===== src/rtl/dot_pkg.sv =====
// Shared types and helpers for the dot-product datapath and its downstream consumers.
package dot_pkg;

  typedef logic [31:0] fp32_t;

  typedef enum logic {
    S_ACCUM,
    S_SEND
  } argmax_state_t;

  // Maps fp32 bit patterns onto an unsigned total order: -NaN < -Inf < ... < -0 < +0 < ... < +Inf < +NaN.
  function automatic logic [31:0] fp32_key(input fp32_t x);
    return x[31] ? ~x : (x ^ 32'h8000_0000);
  endfunction

endpackage


===== src/rtl/fp32_gt.sv =====
// Combinational a > b on fp32 values under the total bit-pattern order of fp32_key.
module fp32_gt
  import dot_pkg::*;
(
  input  fp32_t a,
  input  fp32_t b,
  output logic  gt
);

  assign gt = fp32_key(a) > fp32_key(b);

endmodule


===== src/rtl/argmax.sv =====
// Streaming argmax: tracks the running maximum of an fp32 vector and emits the
// zero-based index of its largest element as a one-word packet after TLAST.
module argmax
  import dot_pkg::*;
#(
  parameter int IDX_W = 16
) (
  input  logic        clk,
  input  logic        rst,
  input  logic [31:0] INPUT_AXIS_TDATA,
  input  logic        INPUT_AXIS_TLAST,
  input  logic        INPUT_AXIS_TVALID,
  output logic        INPUT_AXIS_TREADY,
  output logic [31:0] OUTPUT_AXIS_TDATA,
  output logic        OUTPUT_AXIS_TLAST,
  output logic        OUTPUT_AXIS_TVALID,
  input  logic        OUTPUT_AXIS_TREADY
);

  // All-ones pattern has key 0, the bottom of the order; the cnt==0 override
  // makes the stored value irrelevant for the first element anyway.
  localparam fp32_t MAX_CLEAR = 32'hFFFF_FFFF;
  localparam logic [IDX_W-1:0] CNT_SAT = {IDX_W{1'b1}};

  argmax_state_t    state_reg, state_next;
  logic [IDX_W-1:0] cnt_reg, cnt_next;
  logic [IDX_W-1:0] max_idx_reg, max_idx_next;
  fp32_t            max_val_reg, max_val_next;
  logic [31:0]      out_data_reg, out_data_next;
  logic             in_ready_reg;

  logic             accept;
  logic             data_gt;
  logic             update;

  fp32_gt u_gt (
    .a  (INPUT_AXIS_TDATA),
    .b  (max_val_reg),
    .gt (data_gt)
  );

  // TREADY is only ever high in S_ACCUM, so accept implies the accumulate state.
  assign accept = INPUT_AXIS_TVALID && in_ready_reg;
  assign update = accept && ((cnt_reg == '0) || data_gt);

  always_comb begin
    state_next    = state_reg;
    cnt_next      = cnt_reg;
    max_idx_next  = max_idx_reg;
    max_val_next  = max_val_reg;
    out_data_next = out_data_reg;

    case (state_reg)
      S_ACCUM: begin
        if (update) begin
          max_idx_next = cnt_reg;
          max_val_next = INPUT_AXIS_TDATA;
        end
        if (accept) begin
          if (cnt_reg != CNT_SAT) begin
            cnt_next = cnt_reg + 1'b1;
          end
          if (INPUT_AXIS_TLAST) begin
            out_data_next              = '0;
            out_data_next[IDX_W-1:0]   = update ? cnt_reg : max_idx_reg;
            cnt_next                   = '0;
            max_val_next               = MAX_CLEAR;
            state_next                 = S_SEND;
          end
        end
      end
      S_SEND: begin
        if (OUTPUT_AXIS_TREADY) begin
          state_next = S_ACCUM;
        end
      end
      default: state_next = S_ACCUM;
    endcase
  end

  always_ff @(posedge clk) begin
    if (rst) begin
      state_reg    <= S_ACCUM;
      cnt_reg      <= '0;
      max_idx_reg  <= '0;
      max_val_reg  <= MAX_CLEAR;
      out_data_reg <= '0;
      in_ready_reg <= 1'b0;
    end else begin
      state_reg    <= state_next;
      cnt_reg      <= cnt_next;
      max_idx_reg  <= max_idx_next;
      max_val_reg  <= max_val_next;
      out_data_reg <= out_data_next;
      in_ready_reg <= (state_next == S_ACCUM);
    end
  end

  assign INPUT_AXIS_TREADY  = in_ready_reg;
  assign OUTPUT_AXIS_TDATA  = out_data_reg;
  assign OUTPUT_AXIS_TVALID = (state_reg == S_SEND);
  assign OUTPUT_AXIS_TLAST  = (state_reg == S_SEND);

endmodule


===== config.mk =====
export PLATFORM = sky130hd
export DESIGN_NAME = argmax
export DESIGN_NICKNAME = d
export VERILOG_FILES = /design/src/rtl/dot_pkg.sv /design/src/rtl/fp32_gt.sv /design/src/rtl/argmax.sv
export SDC_FILE = /design/constraint.sdc
export NUM_CORES = 1
export LEC_CHECK = 0
export CAP_MARGIN = 20
export CORE_MARGIN = 2
export CORE_UTILIZATION = 54
export CTS_CLUSTER_SIZE = 25
export DETAILED_ROUTE_END_ITERATION = 12
export HOLD_SLACK_MARGIN = 0.05
export PLACE_DENSITY = 0.85
export SLEW_MARGIN = 20
export SYNTH_ARGS = -nofsm -noshare
export SYNTH_HDL_FRONTEND = slang
export SYNTH_SLANG_ARGS = --single-unit

===== constraint.sdc =====
create_clock -name clk -period 4.5 [get_ports clk]
set_clock_uncertainty 0.2 [all_clocks]
set_input_delay 0.675 -clock clk [delete_from_list [all_inputs] [get_ports clk]]
set_output_delay 0.675 -clock clk [all_outputs]
set_load 0.03 [all_outputs]

* Word level (Yosys, flattened, before mapping)
Cells that the tools add are included.
** Storage, ports and cells
- Word-level logic and storage cells :: 34
- Output and inout port bits :: 35
- Bits in registers :: 82
- Input bits :: 37
** Cells by class
- Add/subtract/negate cells :: 1
- Muxes and demuxes :: 12
- Eq/ne operators :: 1
- Bitwise logic cells :: 6
- Order comparisons :: 1
- Reduce and logical (&&, ||, !) cells :: 7
** Operators with widths (count)
- 2-to-1 mux 32 bit :: 5
- NOT 32 bit :: 2
- 2-to-1 mux 16 bit :: 3
- > comparator 32 bit :: 1
- adder 16 x 1 -> 16 bit, second input constant :: 1
- zero test 16 bit :: 1
- != test 16 bit, second input constant :: 1
- AND reduction 3 bit :: 2
- NOT 1 bit :: 4
- 2-to-1 mux 1 bit :: 3
- logical AND 1 bit :: 2
- case mux 1 bit (2 select lines) :: 1
- nonzero test 2 bit :: 1
- logical OR 1 bit :: 1

* Logic depth before layout (Yosys ltp)
- Depth in word-level cells :: 8
- Gate-level depth with buffers :: 13
- Depth with buffers taken out :: 10

* Hierarchy
A second synthesis with hierarchy kept.
** Unflattened totals
- Cell total of the unflattened synthesis :: 595
- Area, all modules :: 5049.8 um^2
** Modules (own cells, without submodules)
- argmax :: cells each 444, area an instance 3759.9 um^2, sequential area each 1641.6 um^2, instances 1
- fp32_gt :: cells each 151, area an instance 1290.0 um^2, sequential area each 0.0 um^2, instances 1

* Worst setup path after synthesis
Ideal clock, no wire load.
- Kind :: input port to flip-flop
- Start :: input port INPUT_AXIS_TDATA[31]
- End :: register max_val_reg[31]
- Data required time :: 4.183 ns
- Buffers on the path :: 3
- Library setup time :: 0.117 ns
- Cell stages on the path :: 11
- Data arrival time :: 3.525 ns
- Setup slack :: 0.658 ns
- Path through :: clkbuf_1 clkbuf_1 xor2_1 ha_1 nand4_1 or4_1 nor3_1 o21ai_1 o21a_1 buf_2 o22a_1
** Between the ends
- Word-level cells in the longest chain between the ends :: 8
- Elaborated cells on any way between the ends :: 9
- Classes of those cells :: 1 x order compare; 4 x mux; 2 x bitwise; 2 x reduce/logical
** RTL lines
- start: declaration :: RTL line argmax.sv:10 : input logic [31:0] INPUT_AXIS_TDATA,
- NOT 1 bit (no line) or NOT 32 bit (tied branches)
- 2-to-1 mux 32 bit :: RTL line dot_pkg.sv:13 : return x[31] ? ~x : (x ^ 32'h8000_0000);
- > comparator 32 bit :: RTL line fp32_gt.sv:10 : assign gt = fp32_key(a) > fp32_key(b);
- logical OR 1 bit :: RTL line argmax.sv:44 : assign update = accept && ((cnt_reg == '0) || data_gt);
- logical AND 1 bit :: RTL line argmax.sv:44
- 2-to-1 mux 32 bit * :: RTL line argmax.sv:55 : if (update) begin
- 2-to-1 mux 32 bit :: RTL line argmax.sv:63 : if (INPUT_AXIS_TLAST) begin
- 2-to-1 mux 32 bit * :: RTL line argmax.sv:59 : if (accept) begin
- end signal: assignment :: RTL line argmax.sv:93 : max_val_reg <= max_val_next;
- end: declaration :: RTL line argmax.sv:28 : fp32_t max_val_reg, max_val_next;
Every way passes the cells marked *; elsewhere a longest branch is shown, timed or not.
A chain may end at the register's enable or synchronous reset.

* Worst setup path after layout
- Start :: input port INPUT_AXIS_TDATA[31]
- End :: register max_val_reg[25]
** Between the ends
- Word-level cells in the longest chain between the ends :: 8
- Elaborated cells on any way between the ends :: 9
- Classes of those cells :: 1 x order compare; 4 x mux; 2 x bitwise; 2 x reduce/logical
** RTL lines (RTL line)
- NOT 1 bit (no line) or NOT 32 bit (tied branches)
- 2-to-1 mux 32 bit * :: dot_pkg.sv:13
- > comparator 32 bit * :: fp32_gt.sv:10
- logical OR 1 bit * :: argmax.sv:44
- logical AND 1 bit * :: argmax.sv:44
- 2-to-1 mux 32 bit * :: argmax.sv:55
- 2-to-1 mux 32 bit :: argmax.sv:63
- 2-to-1 mux 32 bit * :: argmax.sv:59
Marked as above.

==> impl_summary.log <==
[metrics] number of antenna violations at the first check in global routing: 0
[metrics] area of the die: 9200 um2
[metrics] wire length of the first global-routing pass: 14,900 um
[metrics] met3 Track Usage GR: 4.23%
[metrics] Pwr per Cell Area: 302 nW/um2
[metrics] end of the worst register-to-register path: OUTPUT_AXIS_TDATA[15]$_SDFFE_PP0P_
[metrics] CTS clk-pin slew, worst paths: 0.09 ns
[metrics] number of levels the H-tree was split into: 3
[metrics] Core Region: 8220 um2
[metrics] required arrival time at the worst endpoint: 4.56 ns
[metrics] startpoint class of the critical path: input port
[metrics] met2 global-route usage: 39.6%
[metrics] synthesized-area fraction occupied by adder cells: 9.32%
[metrics] boundary pin count: 72
[metrics] leakage power total: 2.07 nW
[metrics] layout-stage area growth over the synthesis result: 15.7%
[metrics] reported net switching power: between 0.0004 and 0.0005 W
[metrics] cells on worst reg2reg path: 11
[metrics] Worst Hold Class: flop to flop
[metrics] leading cell type in the layout, fill and taps excluded: sky130_fd_sc_hd__dfxtp_1
[metrics] FF/Latch Area: between 1500 and 2000 um2
[metrics] Critical Path AT: 3.60 ns
[metrics] Synth warnings: 0
[metrics] worst-margin pin slew: 0.611 ns
[metrics] fill count: ~640
[metrics] final setup violating endpoints: 0
[metrics] post-layout net count: 591
[metrics] cts bufs inserted: 9
[metrics] diode count: 0
[metrics] number of flip-flops under the largest register name: 32
[metrics] count of distinct cell types in the synthesized netlist: 44
[metrics] remaining max-slew budget at the tightest pin: 59.2%
[metrics] met1 track demand over resource in global routing: 22.8%
[metrics] area after detailed placement: 5090 um2
[metrics] total internal power: 0.00111 W
[metrics] highest-count cells in the layout ignoring fill and taps: sky130_fd_sc_hd__dfxtp_1, sky130_fd_sc_hd__nor2_1, sky130_fd_sc_hd__clkdlybuf4s50_1, sky130_fd_sc_hd__xor2_1, sky130_fd_sc_hd__xnor2_1
[metrics] upper clock frequency limit: 283 MHz
[metrics] number of max-cap violations: 0
[metrics] startpoint of the most critical setup path: INPUT_AXIS_TDATA[31]
[metrics] detailed-route via count: 3,464
[metrics] fraction of registers with async set or reset after synthesis: 0%
[metrics] Max Transition Viols Final: 0
[metrics] Worst Setup EP: max_val_reg[25]$_SDFFE_PP1N_
[metrics] number of port buffers: 55
[metrics] count of standard-cell rows: 33
[metrics] number of standard cells after synthesis: 475
[metrics] synthesized area per cell: 9.61 um2
[metrics] routed length per instance: 14.8 um
[metrics] final routed wirelength across all metal layers: 9300 um
[metrics] number of global-route vias before repair: 3,402
[metrics] horizontal die dimension: 95.9 um
[metrics] Multi-input gate area: 2670 um2
[metrics] remaining global-route overflow: 0
[metrics] drt first pass iters: 4
[metrics] pin count of the biggest net entering global routing: 33
[metrics] synthesized-area fraction occupied by and/or/nand/nor cells: 13.7%
[metrics] final std cell area, no fill: 5280 um2
[metrics] sequential area share after synthesis: 36.0%
[metrics] initial standard-cell utilization of the core: a little under three fifths
[metrics] library cell used as clock root buffer: sky130_fd_sc_hd__clkbuf_8
[metrics] register share of total power: 47.5%
[metrics] post-layout minimum cycle time: 3.54 ns
[metrics] cell with the largest stage delay on the worst path: sky130_fd_sc_hd__nor4_4
[metrics] number of nets with antenna violations after detailed routing: 0
[metrics] largest family of logic cells by synthesized area: XOR/XNOR gates
[metrics] hpwl dp: 6650 um
[metrics] worst supply voltage drop on vdd: 0.155 mV
[metrics] multiplexer share of the synthesized area: approximately 7%
[metrics] predominant post-synthesis flop cell: sky130_fd_sc_hd__dfxtp_1
[metrics] TritonCTS sink count: between 80 and 90
[metrics] drc violations: 0
[metrics] height of the die: 95.9 um
[metrics] XOR/XNOR share of the synthesized area: 14.2%
[metrics] area fraction in compound gates after synthesis: 13.0%
[metrics] Critical R2R Launch: max_val_reg[31]$_SDFFE_PP1N_
[metrics] fraction of layout instances using a drive strength above 1: 7.24%
[metrics] slack of the worst reg-to-reg path: 1.16 ns
[metrics] largest fanout on the critical path: 32
[metrics] CTS tree: yes
[metrics] Post-synth EDFFs: 0
[metrics] Synth Register Bits: 82
[metrics] Post-CTS Hold Fix Bufs: 0
[metrics] element type at the critical path end: flop
[metrics] share of power burned in combinational logic: 20.3%
[metrics] Hold Vio Cnt, Final: 0
[metrics] largest stage delay on the critical path: 0.44 ns
[metrics] busiest grt layer: met2
[metrics] DRT iter0 DRCs: 75
[metrics] cell chain of the critical path: buf_2, buf_12, xor2_1, ha_1, a211oi_1, nor2_1, nor3_1, a21oi_2, nor4_4, o21ai_1, o21a_1, buf_4, o22a_1
[metrics] GRT Overall Usage: 20.9%
[metrics] vias per inst: 5.50
[metrics] clock network fraction of total power: 32.2%
[metrics] crit share post-route: between 70% and 80%
[metrics] post-synth design cell area: approximately 4600 um2
[metrics] core occupancy in the finished layout: ~64%
[metrics] setup total negative slack: 0 ns
[metrics] category of the most critical setup path: input port to flop
[metrics] count of instances resized after the clock tree is built: 0
[metrics] global placement routability congestion: 0.820
[metrics] switching share of total power: 30.5%
[metrics] Setup Fix Bufs, Post-CTS: 0
[metrics] clock latency on the worst-skew pair: 0.36 ns
[metrics] buffer levels on the longest clock path: 2
[metrics] setup repair after global routing missed its margin: no
[metrics] outcome: finished clean
## power by group through the flow
| stage | Clock (W) | Combinational, W | Sequential, W |
|---|---|---|---|
| 2_1_floorplan | 0 | 0.000220 | 0.000788 |
| 3_3_place_gp | 0 | 0.000312 | 0.000773 |
| 3_5_place_dp | 0 | 0.000322 | 0.000774 |
| 4_1_cts | 0.000521 | 0.000324 | 0.000757 |
| 5_1_grt | 0.000550 | 0.000357 | 0.000759 |
| 6_report | 0.000513 | 0.000324 | 0.000757 |
## through the flow
step / hold WS [ns] / power [W] / std cells / worst slack [ns]
2_1_floorplan: 0.260 / 0.00101 / 490 / 0.658
3_3_place_gp: 0.272 / 0.00109 / 614 / 0.627
3_5_place_dp: 0.284 / 0.00110 / 614 / 0.580
4_1_cts: 0.304 / 0.00160 / 630 / 0.949
5_1_grt: 0.322 / 0.00167 / 630 / 0.722
6_report: 0.300 / 0.00159 / 630 / 0.960
## routing by layer
metal / routed length (um) / up-vias
li1: - / 1734
met3: 359 / 15
met4: 145 / 0
met2: 4780 / 68
met5: 0 / -
met1: 4010 / 1647
## worst max-delay path: cells and delay by family
| kind | cells | cell delay, ns |
|---|---|---|
| AO/OA/AOI/OAI | 5 | 0.89 |
| buffers and inverters | 3 | 0.81 |
| AND/OR/NAND/NOR | 3 | 0.76 |
| adder cells (fa/ha/maj) | 1 | 0.27 |
| XOR/XNOR | 1 | 0.18 |
## how the worst min path moves through the flow
stage	from	endpoint	slack (ns)	cells past startpoint
final	max_idx_reg[2]$_SDFFE_PP0N_	max_idx_reg[2]$_SDFFE_PP0N_	0.30	2
after CTS	OUTPUT_AXIS_TDATA[12]$_SDFFE_PP0P_	OUTPUT_AXIS_TDATA[12]$_SDFFE_PP0P_	0.30	2
after detailed placement	max_idx_reg[8]$_SDFFE_PP0N_	max_idx_reg[8]$_SDFFE_PP0N_	0.28	2
after floorplan	max_idx_reg[0]$_SDFFE_PP0N_	max_idx_reg[0]$_SDFFE_PP0N_	0.26	2
after global placement	max_idx_reg[0]$_SDFFE_PP0N_	max_idx_reg[0]$_SDFFE_PP0N_	0.27	2
after global routing	max_idx_reg[9]$_SDFFE_PP0N_	max_idx_reg[9]$_SDFFE_PP0N_	0.32	2
## cell usage after synthesis, types with 2 or more instances
cell | n | area share, %
sky130_fd_sc_hd__a211oi_1 | 19 | 3.1
sky130_fd_sc_hd__a21oi_1 | 15 | 1.6
sky130_fd_sc_hd__and3_1 | 3 | 0.41
sky130_fd_sc_hd__and4_1 | 3 | 0.58
sky130_fd_sc_hd__buf_1 | 5 | 0.41
sky130_fd_sc_hd__buf_2 | 3 | 0.33
sky130_fd_sc_hd__buf_4 | 17 | 2.8
sky130_fd_sc_hd__buf_6 | 6 | 1.5
sky130_fd_sc_hd__clkbuf_1 | 13 | 1.1
sky130_fd_sc_hd__dfxtp_1 | 82 | 36
sky130_fd_sc_hd__ha_1 | 34 | 9.3
sky130_fd_sc_hd__inv_1 | 8 | 0.66
sky130_fd_sc_hd__mux2i_1 | 32 | 7.0
sky130_fd_sc_hd__nand2_1 | 17 | 1.4
sky130_fd_sc_hd__nand3_1 | 9 | 0.99
sky130_fd_sc_hd__nand4_1 | 6 | 0.82
sky130_fd_sc_hd__nand4_2 | 2 | 0.55
sky130_fd_sc_hd__nor2_1 | 57 | 4.7
sky130_fd_sc_hd__nor2b_1 | 2 | 0.27
sky130_fd_sc_hd__nor3_1 | 6 | 0.66
sky130_fd_sc_hd__nor3_4 | 2 | 0.71
sky130_fd_sc_hd__nor4_1 | 2 | 0.27
sky130_fd_sc_hd__o211ai_1 | 2 | 0.33
sky130_fd_sc_hd__o21ai_0 | 5 | 0.55
sky130_fd_sc_hd__o22a_1 | 32 | 6.1
sky130_fd_sc_hd__or2_2 | 2 | 0.27
sky130_fd_sc_hd__or3_1 | 2 | 0.27
sky130_fd_sc_hd__xnor2_1 | 35 | 6.7
sky130_fd_sc_hd__xor2_1 | 39 | 7.5
## area by class of cell
cell class | instances | share of cell area, %
clock buffers | 10 | 2.61
flip-flops and latches | 82 | 31.1
repair buffers | 63 | 11.7
multi-input cells | 356 | 50.6
clock inverters | 6 | 0.947
well taps | 105 | 2.49
inverters | 8 | 0.568
## cell families (layout without fill, tap and decap cells)
family / Yosys count / in the layout
and+or+nand+nor: 120 / 120
DFF: 82 / 82
AOI/OAI and AO/OA: 80 / 80
xor gates and xnor gates: 74 / 74
buffers and inverters: 52 / 87
adders and majority gates: 34 / 34
muxes: 32 / 32
other: 1 / 16
(Power assumes the default switching activity.)
